--- config.mk ---
export PLATFORM = sky130hd
export DESIGN_NAME = l2_arbiter
export DESIGN_NICKNAME = d
export VERILOG_FILES = /design/src/rtl/l2_arb_pkg.sv /design/src/rtl/l2_arb_pick.sv /design/src/rtl/l2_arbiter.sv
export SDC_FILE = /design/constraint.sdc
export NUM_CORES = 1
export LEC_CHECK = 0
export CAP_MARGIN = 20
export CELL_PAD_IN_SITES_DETAIL_PLACEMENT = 1
export CELL_PAD_IN_SITES_GLOBAL_PLACEMENT = 2
export CORE_AREA = 2 2 547 549
export CTS_BUF_LIST = sky130_fd_sc_hd__clkbuf_4 sky130_fd_sc_hd__clkbuf_8
export CTS_CLUSTER_SIZE = 16
export DETAILED_ROUTE_END_ITERATION = 8
export DIE_AREA = 0 0 549 551
export GPL_TIMING_DRIVEN = 0
export PLACE_DENSITY_LB_ADDON = 0.1
export RECOVER_POWER = 100
export SLEW_MARGIN = 20
export SYNTH_ARGS = -nofsm -noshare
export SYNTH_HDL_FRONTEND = slang
export SYNTH_SLANG_ARGS = --single-unit
--- constraint.sdc ---
create_clock -name clk -period 2.9 [get_ports clk]
set_input_delay 0.58 -clock clk [delete_from_list [all_inputs] [get_ports clk]]
set_output_delay 0.58 -clock clk [all_outputs]
set_load 0.005 [all_outputs]
--- src/rtl/l2_arb_pkg.sv ---
// Types and default widths shared by the L2 arbiter and the L2 cache controller.
package l2_arb_pkg;

  localparam int unsigned L2_ADDR_W = 32;
  localparam int unsigned L2_LINE_W = 256;

  typedef enum logic [1:0] {
    S_IDLE,
    S_SERVE_I,
    S_SERVE_D
  } arb_state_t;

  typedef enum logic {
    REQ_I,
    REQ_D
  } requester_t;

endpackage

--- src/rtl/l2_arb_pick.sv ---
// Combinational winner selection for the L2 arbiter.
// Build option L2_ARB_RR_EN: strict alternation instead of D priority with starvation override.
module l2_arb_pick
  import l2_arb_pkg::*;
#(
  parameter int unsigned STARVE_LIMIT = 4
) (
  input  logic       req_i,
  input  logic       req_d,
  input  logic [2:0] starve_cnt,
  input  requester_t last_grant,
  output logic       grant_d,
  output logic       grant_valid
);

  logic unused_pick;

  assign grant_valid = req_i | req_d;

`ifdef L2_ARB_RR_EN
  // On contention, the requester that did not win last time goes next.
  assign grant_d     = req_d & (~req_i | (last_grant == REQ_I));
  assign unused_pick = ^{starve_cnt, 3'(STARVE_LIMIT)};
`else
  assign grant_d     = req_d & ~(req_i & (starve_cnt == 3'(STARVE_LIMIT)));
  assign unused_pick = (last_grant == REQ_D);
`endif

endmodule

--- src/rtl/l2_arbiter.sv ---
// Shares the L2 CPU-side port between the L1 I-cache and L1 D-cache; holds the winning
// request until l2_resp. Build option L2_ARB_RR_EN selects round-robin arbitration.
module l2_arbiter
  import l2_arb_pkg::*;
#(
  parameter int unsigned ADDR_W       = L2_ADDR_W,
  parameter int unsigned LINE_W       = L2_LINE_W,
  parameter int unsigned STARVE_LIMIT = 4
) (
  input  logic              clk,
  input  logic              rst,
  input  logic              i_read,
  input  logic [ADDR_W-1:0] i_addr,
  output logic [LINE_W-1:0] i_rdata,
  output logic              i_resp,
  input  logic              d_read,
  input  logic              d_write,
  input  logic [ADDR_W-1:0] d_addr,
  input  logic [LINE_W-1:0] d_wdata,
  output logic [LINE_W-1:0] d_rdata,
  output logic              d_resp,
  output logic              l2_read,
  output logic              l2_write,
  output logic [ADDR_W-1:0] l2_addr,
  output logic [LINE_W-1:0] l2_wdata,
  input  logic [LINE_W-1:0] l2_rdata,
  input  logic              l2_resp
);

  localparam logic [2:0] STARVE_MAX = 3'(STARVE_LIMIT);

  arb_state_t        state_q;
  logic              l2_read_q;
  logic              l2_write_q;
  logic [ADDR_W-1:0] l2_addr_q;
  logic [LINE_W-1:0] l2_wdata_q;
  logic [2:0]        starve_cnt_q;
  requester_t        last_grant_q;

  logic req_i;
  logic req_d;
  logic grant_d;
  logic grant_valid;

  assign req_i = i_read;
  assign req_d = d_read | d_write;

  l2_arb_pick #(
    .STARVE_LIMIT(STARVE_LIMIT)
  ) u_pick (
    .req_i      (req_i),
    .req_d      (req_d),
    .starve_cnt (starve_cnt_q),
    .last_grant (last_grant_q),
    .grant_d    (grant_d),
    .grant_valid(grant_valid)
  );

  always_ff @(posedge clk) begin
    if (rst) begin
      state_q      <= S_IDLE;
      l2_read_q    <= 1'b0;
      l2_write_q   <= 1'b0;
      l2_addr_q    <= '0;
      l2_wdata_q   <= '0;
      starve_cnt_q <= '0;
      last_grant_q <= REQ_D;
    end else begin
      unique case (state_q)
        S_IDLE: begin
          if (grant_valid) begin
            last_grant_q <= grant_d ? REQ_D : REQ_I;
            if (grant_d) begin
              state_q    <= S_SERVE_D;
              l2_read_q  <= d_read;
              l2_write_q <= d_write;
              l2_addr_q  <= d_addr;
              l2_wdata_q <= d_wdata;
              if (req_i && (starve_cnt_q < STARVE_MAX)) begin
                starve_cnt_q <= starve_cnt_q + 3'd1;
              end
            end else begin
              state_q      <= S_SERVE_I;
              l2_read_q    <= 1'b1;
              l2_write_q   <= 1'b0;
              l2_addr_q    <= i_addr;
              l2_wdata_q   <= '0;
              starve_cnt_q <= '0;
            end
          end
        end
        S_SERVE_I, S_SERVE_D: begin
          if (l2_resp) begin
            state_q    <= S_IDLE;
            l2_read_q  <= 1'b0;
            l2_write_q <= 1'b0;
          end
        end
        default: state_q <= S_IDLE;
      endcase
    end
  end

  assign l2_read  = l2_read_q;
  assign l2_write = l2_write_q;
  assign l2_addr  = l2_addr_q;
  assign l2_wdata = l2_wdata_q;

  // Responses are qualified combinationally so the L1 sees completion in the L2's cycle.
  assign i_resp  = l2_resp & (state_q == S_SERVE_I);
  assign d_resp  = l2_resp & (state_q == S_SERVE_D);
  assign i_rdata = l2_rdata;
  assign d_rdata = l2_rdata;

  a_d_rw_exclusive: assert property (@(posedge clk) disable iff (rst) !(d_read && d_write));

endmodule

# --- Yosys cells after proc, flatten, opt, wreduce, memory -nomap -nowiden ---
# Index checks and enable logic that the tools add are counted.
totals:
  wordCells: 44
  reg_bits: 295
  mem_bits_ro: 0
  ramBits: 0
  memories: 0
  latch_bits: 0
  input_bits: 582
op_classes:
  order_cmp: 1
  n_reduce_logical: 8
  n_shift: 0
  multipliers: 0
  n_eq_ne: 6
  n_bitwise: 7
  addsub: 1
  div_mod_pow: 0
  muxes: 15
op_table:
  columns: ["op", "n"]
  rows:
  - ["$mux W256", 1]
  - ["$mux W32", 1]
  - ["$mux W2", 3]
  - ["$mux W3", 2]
  - ["$reduce_and A3 Y1", 2]
  - ["$mux W1", 5]
  - ["$and A1 B1 Y1", 4]
  - ["$ne A2 B2 Y1 const B", 2]
  - ["$pmux W1 S2", 2]
  - ["$pmux W2 S2", 1]
  - ["$reduce_and A2 Y1", 2]
  - ["$add A3 B1 Y3 const B", 1]
  - ["$eq A3 B3 Y1 const B", 1]
  - ["$lt A3 B3 Y1 const B", 1]
  - ["$eq A2 B1 Y1 const B", 1]
  - ["$eq A2 B2 Y1 const B", 1]
  - ["$logic_not A2 Y1", 1]
  - ["$ne A2 B1 Y1 const B", 1]
  - ["$or A1 B1 Y1", 2]
  - ["$reduce_bool A2 Y1", 1]
  - ["$reduce_or A2 Y1", 1]
  - ["$logic_and A1 B1 Y1", 1]
  - ["$not A1 Y1", 1]

# --- Depth between registers and ports, before layout ---
depth:
  word_depth: 7
  mapped_depth: 9
  depth_no_buf: 5

# --- Modules after synthesis ---
# Synthesis repeated with hierarchy kept, for this count alone.
hier_totals:
  hier_cells: 1848
  area_unflattened_um2: 14913.1
modules_own_cells:
  columns: ["mod", "area_each_um2", "n_inst", "cells_per_inst"]
  rows:
  - ["l2_arbiter", 14894.3, 1, 1845]
  - ["l2_arb_pick", 18.8, 1, 3]

# --- Worst setup path after synthesis ---
# No wires, ideal clock.
synth_timing:
  path_kind: "in2reg"
  startpoint: "input d_write"
  endpoint: "register l2_wdata_q[100], in the netlist l2_wdata[100]"
  cell_stages: 7
  setup_time_ps: 128
  t_arrival_ps: 1598
  path_slack_ps: 1175
  cell_sequence: "buf_2 > o21a_1 > buf_2 > buf_2 > buf_2 > a32oi_1 > nor2_1"
synth_via:
  elab_chain_cells: 3
  word_cells_on_any_way: 5
  cone_classes: "1 x mux; 3 x bitwise; 1 x reduce/logical"
synth_lines:
  columns: ["element", "line", "source"]
  rows:
  - ["from (decl)", "l2_arbiter.sv:17", "input logic d_write,"]
  - ["$or A1 B1 Y1 (*)", "l2_arbiter.sv:46", "assign req_d = d_read | d_write;"]
  - ["$and A1 B1 Y1 or $or A1 B1 Y1 (tied branches)", "l2_arb_pick.sv:25, l2_arb_pick.sv:18", null]
  - ["$mux W256 or $reduce_and A2 Y1 (tied branches)", null, null]
  - ["to (signal assigned)", "l2_arbiter.sv:78", "l2_wdata_q <= d_wdata;"]
  - ["to (decl)", "l2_arbiter.sv:36", "logic [LINE_W-1:0] l2_wdata_q;"]
# Mark *: on every way between the ends. The rest lies on a longest branch, timed or not.
# A chain may end at the register's enable or synchronous reset.

# --- Worst setup path after layout ---
layout_timing:
  startpoint: "register state_q[1]"
  endpoint: "output i_resp"
layout_via:
  elab_chain_cells: 2
layout_lines:
  columns: ["element", "line", "source"]
  rows:
  - ["from (decl)", "l2_arbiter.sv:32", "arb_state_t state_q;"]
  - ["from (signal assigned)", "l2_arbiter.sv:61", "state_q <= S_IDLE;"]
  - ["from (signal assigned)", "l2_arbiter.sv:74", "state_q <= S_SERVE_D;"]
  - ["from (signal assigned)", "l2_arbiter.sv:83", "state_q <= S_SERVE_I;"]
  - ["$eq A2 B1 Y1", "l2_arbiter.sv:110", "assign i_resp = l2_resp & (state_q == S_SERVE_I);"]
  - ["$and A1 B1 Y1", "l2_arbiter.sv:110", null]
  - ["to (decl)", "l2_arbiter.sv:15", "output logic i_resp,"]
# No other way between the ends.

==> flow_metrics.env <==
export IMPL_synthesis_instances=1601
export IMPL_cts_hold_buffers_added=0
export IMPL_seq_power_share_pct=31.1
export IMPL_max_vdd_ir_drop_mv=0.409
export IMPL_grt_overflow_total=0
export IMPL_global_route_usage_total_pct=9.73
export IMPL_dpl_worst_slack_ps=-284
export IMPL_final_min_period_over_clock_period_pct=92.0
export IMPL_dominant_combinational_cell_family_by_area_after_synthesis="buffers and inverters"
export IMPL_failing_checks="antenna rules"
export IMPL_worst_ep_arrival_time_ps=2090
export IMPL_path_cells="inv_1 -> ha_1 -> and2_1 -> dlygate4sd3_1"
export IMPL_floorplan_initialDensity_pct=4.89
export IMPL_post_synth_cell_area_avg_um2=9.05
export IMPL_clk_path_buf_depth=3
export IMPL_critPathCaptureType="primary output"
export IMPL_worst_clock_skew_ps=95.9
export IMPL_synth_warnings=0
export IMPL_drtIter0Drc=549
export IMPL_filler_cell_count=34900
export IMPL_first_pass_iters=5
export IMPL_leading_cell_type_in_the_layout_fill_and_taps_excluded="sky130_fd_sc_hd__dlygate4sd3_1"
export IMPL_crit_end="i_resp"
export IMPL_synth_compound_area_share_pct=19.4
export IMPL_power_combinational_fraction_pct=27.6
export IMPL_final_cell_mix="sky130_fd_sc_hd__dlygate4sd3_1 (803), sky130_fd_sc_hd__buf_4 (515), sky130_fd_sc_hd__clkdlybuf4s50_1 (322)"
export IMPL_period_minus_slack_ps=2670
export IMPL_clk_transition_reported_paths_ps=50
export IMPL_total_leakage_power_nw=12.4
export IMPL_critical_path_type="flop to primary output"
export IMPL_regToRegEndpoint="l2_wdata[217]$_SDFFE_PP0P_"
export IMPL_crit_required_ps=2320
export IMPL_gp_congestion=0.722
export IMPL_timing_critical_path_slowest_stage_cell="sky130_fd_sc_hd__dlygate4sd3_1"
export IMPL_die_w_um=549
export IMPL_internal_power_mw=10.0
export IMPL_setup_ws_ps=231
export IMPL_worst_setup_path_startpoint="state_q[1]$_SDFFE_PP0P_"
export IMPL_clock_insertion_delay_worst_skew_ps=780
export IMPL_count_of_maximum_capacitance_violations=0
export IMPL_sw_share_pct=32.4
export IMPL_final_layout_size_suffix_gt1_share_pct=25.0
export IMPL_switching_power_mw=4.80
export IMPL_global_route_wire_length_before_repair_um=193000
export IMPL_yosys_mux_area_fraction_pct=0
export IMPL_number_of_nets_in_the_synthesized_netlist=2188
export IMPL_fin_cells=6840
export IMPL_syn_to_final_growth_pct=124
export IMPL_post_cts_resized=3
export IMPL_timing_critical_path_buf_inv=2
export IMPL_crit_path_start_kind="flop"
export IMPL_synth_fa_ha_area_share_pct=0.432
export IMPL_finalWirelength_um=155000
export IMPL_cp_top_family="buffers and inverters"
export IMPL_slowest_delay_ps=640
export IMPL_first_global_vias=18200
export IMPL_clock_root_buffer="sky130_fd_sc_hd__clkbuf_8"
export IMPL_grt_setup_unrepaired="false"
export IMPL_cts_htree_levels=3
export IMPL_route_detailed_drc=0
export IMPL_maximum_number_of_pins_on_one_net_before_global_route_repair=12
export IMPL_yosys_area_share_xor_xnor_pct=0
export IMPL_detailed_place_hpwl_um=132000
export IMPL_post_synth_instance_area_mm2=0.0145
export IMPL_antenna_found_initial=96
export IMPL_place_inst=6668
export IMPL_final_nets=3399
export IMPL_design_portCount=1386
export IMPL_synth_seq_area_share_pct=40.8
export IMPL_io_buffer_count=1125
export IMPL_power_per_cell_area_mw_per_mm2=456
export IMPL_max_frequency_ghz=0.375
export IMPL_r2r_setup_slack_ps=420
export IMPL_cts_sinks=295
export IMPL_core_area_mm2=0.296
export IMPL_timing_final_hold_violations=0
export IMPL_wire_per_inst_um=22.7
export IMPL_finalMaxSlewViolations=0
export IMPL_floorplan_rows=200
export IMPL_tightest_slew_margin_relative_to_the_limit_pct=31.3
export IMPL_floorplan_die_area_mm2=0.302
export IMPL_path_max_fanout=3
export IMPL_timing_hold_ws_ps=294
export IMPL_final_setup_viol_count=0
export IMPL_total_power_mw=14.8
export IMPL_route_detailed_vias_per_inst=2.48
export IMPL_die_h_um=551
export IMPL_post_synth_and_or_nand_nor_area_fraction_pct=8.67
export IMPL_ys_seq_elements=295
export IMPL_rr_startpoint="state_q[1]$_SDFFE_PP0P_"
export IMPL_clockPowerShare_pct=41.3
export IMPL_timing_reg2reg_worst_path_depth=9
export IMPL_tightestPinTransition_ps=1030
export IMPL_outcome="finished, violations left"
export IMPL_hold_path_class="input pin to flop"
export IMPL_worstSetupPathDepth=4
export IMPL_tns_ps=0
export IMPL_cts_tree="built"
export IMPL_yosys_cell_types_count=29
export IMPL_post_cts_setup_buffers=0
export IMPL_ant_nets=1
export IMPL_dr_total_vias=17000
export IMPL_cts_buffers_inserted=81
[cell usage after synthesis (all sizes together)]
cell type / number / share of area [%]
a211oi: 1 / 0.052
a21oi: 38 / 1.3
a2bb2oi: 1 / 0.060
a32oi: 288 / 17
and2: 3 / 0.13
buf: 570 / 29
clkbuf: 81 / 2.1
dfxtp: 295 / 41
ha: 5 / 0.43
inv: 4 / 0.10
nand2: 1 / 0.026
nand2b: 2 / 0.086
nand3: 35 / 1.2
nand3b: 2 / 0.10
nand4b: 3 / 0.18
nor2: 257 / 6.7
nor2b: 1 / 0.043
nor3: 2 / 0.069
nor4b: 2 / 0.12
o211ai: 2 / 0.10
o21a: 1 / 0.052
o21ai: 2 / 0.069
o2bb2ai: 2 / 0.12
o31ai: 2 / 0.20
or2: 1 / 0.043
[metrics by stage]
stage	instance area, um2	util, %
2_1_floorplan	14500	-
3_3_place_gp	30700	10.4
3_5_place_dp	30700	10.4
4_1_cts	32400	10.9
5_1_grt	32400	10.9
6_report	32500	11.0
[cell families after synthesis]
logic type | after synthesis
AOI/OAI and AO/OA | 337
adders and majority gates | 5
buffers and inverters | 655
DFF | 295
and+or+nand+nor | 309
[worst register-to-register path, delay by kind of cell, from the launching register on]
family	cells	cell delay [ps]
buffers and inverters	5	1500
adders and majority gates	1	130
DFF	1	320
AOI/OAI and AO/OA	2	350
and+or+nand+nor	1	110
[how the worst min path moves through the flow]
| stage | startpoint | slack (ps) | to | cells after the start |
|---|---|---|---|---|
| 2_1_floorplan | l2_read$_SDFFE_PP0P_ | 460 | l2_read$_SDFFE_PP0P_ | 2 |
| 3_3_place_gp | l2_wdata[78]$_SDFFE_PP0P_ | 470 | l2_wdata[78]$_SDFFE_PP0P_ | 2 |
| 3_5_place_dp | l2_read$_SDFFE_PP0P_ | 460 | l2_read$_SDFFE_PP0P_ | 2 |
| 4_1_cts | d_write | 170 | l2_write$_SDFFE_PP0P_ | 3 |
| 5_1_grt | d_write | 220 | l2_read$_SDFFE_PP0P_ | 3 |
| 6_report | d_write | 290 | l2_write$_SDFFE_PP0P_ | 3 |
[flip-flops by register name, summed over array words and instances, names as in the netlist]
register and count:
l2_wdata 256, starve_cnt_q 3, l2_write 1, l2_addr 32
l2_read 1, state_q 2
[layer usage]
| metal | track usage (%) | vias up | part of all wire, % |
|---|---|---|---|
| li1 | - | 7683 | - |
| met5 | 0 | - | 0.38 |
| met4 | 1.87 | 92 | 1.7 |
| met2 | 19.2 | 923 | 55 |
| met3 | 5.63 | 237 | 12 |
| met1 | 8.35 | 8052 | 30 |
[layout make-up]
class	instances	area (um2)	area share [%]
diodes	33	82.6	0.254
well taps	3939	4930	15.2
inverters	4	15.0	0.0462
flip-flops and latches	295	5910	18.2
repair buffers	1128	11300	34.9
plain buffers	651	4450	13.7
clock buffers	127	1540	4.75
multi-input cells	651	4130	12.7
clock inverters	12	106	0.327
[power groups by stage]
stage / clock (mW) / combinational, mW / sequential [mW]
floorplan: 0 / 1.52 / 4.70
global placement: 0 / 4.58 / 4.71
detailed placement: 0 / 4.54 / 4.70
CTS: 6.63 / 4.56 / 4.63
global route: 6.77 / 4.47 / 4.66
finish: 6.11 / 4.08 / 4.61
(Power assumes the default switching activity.)
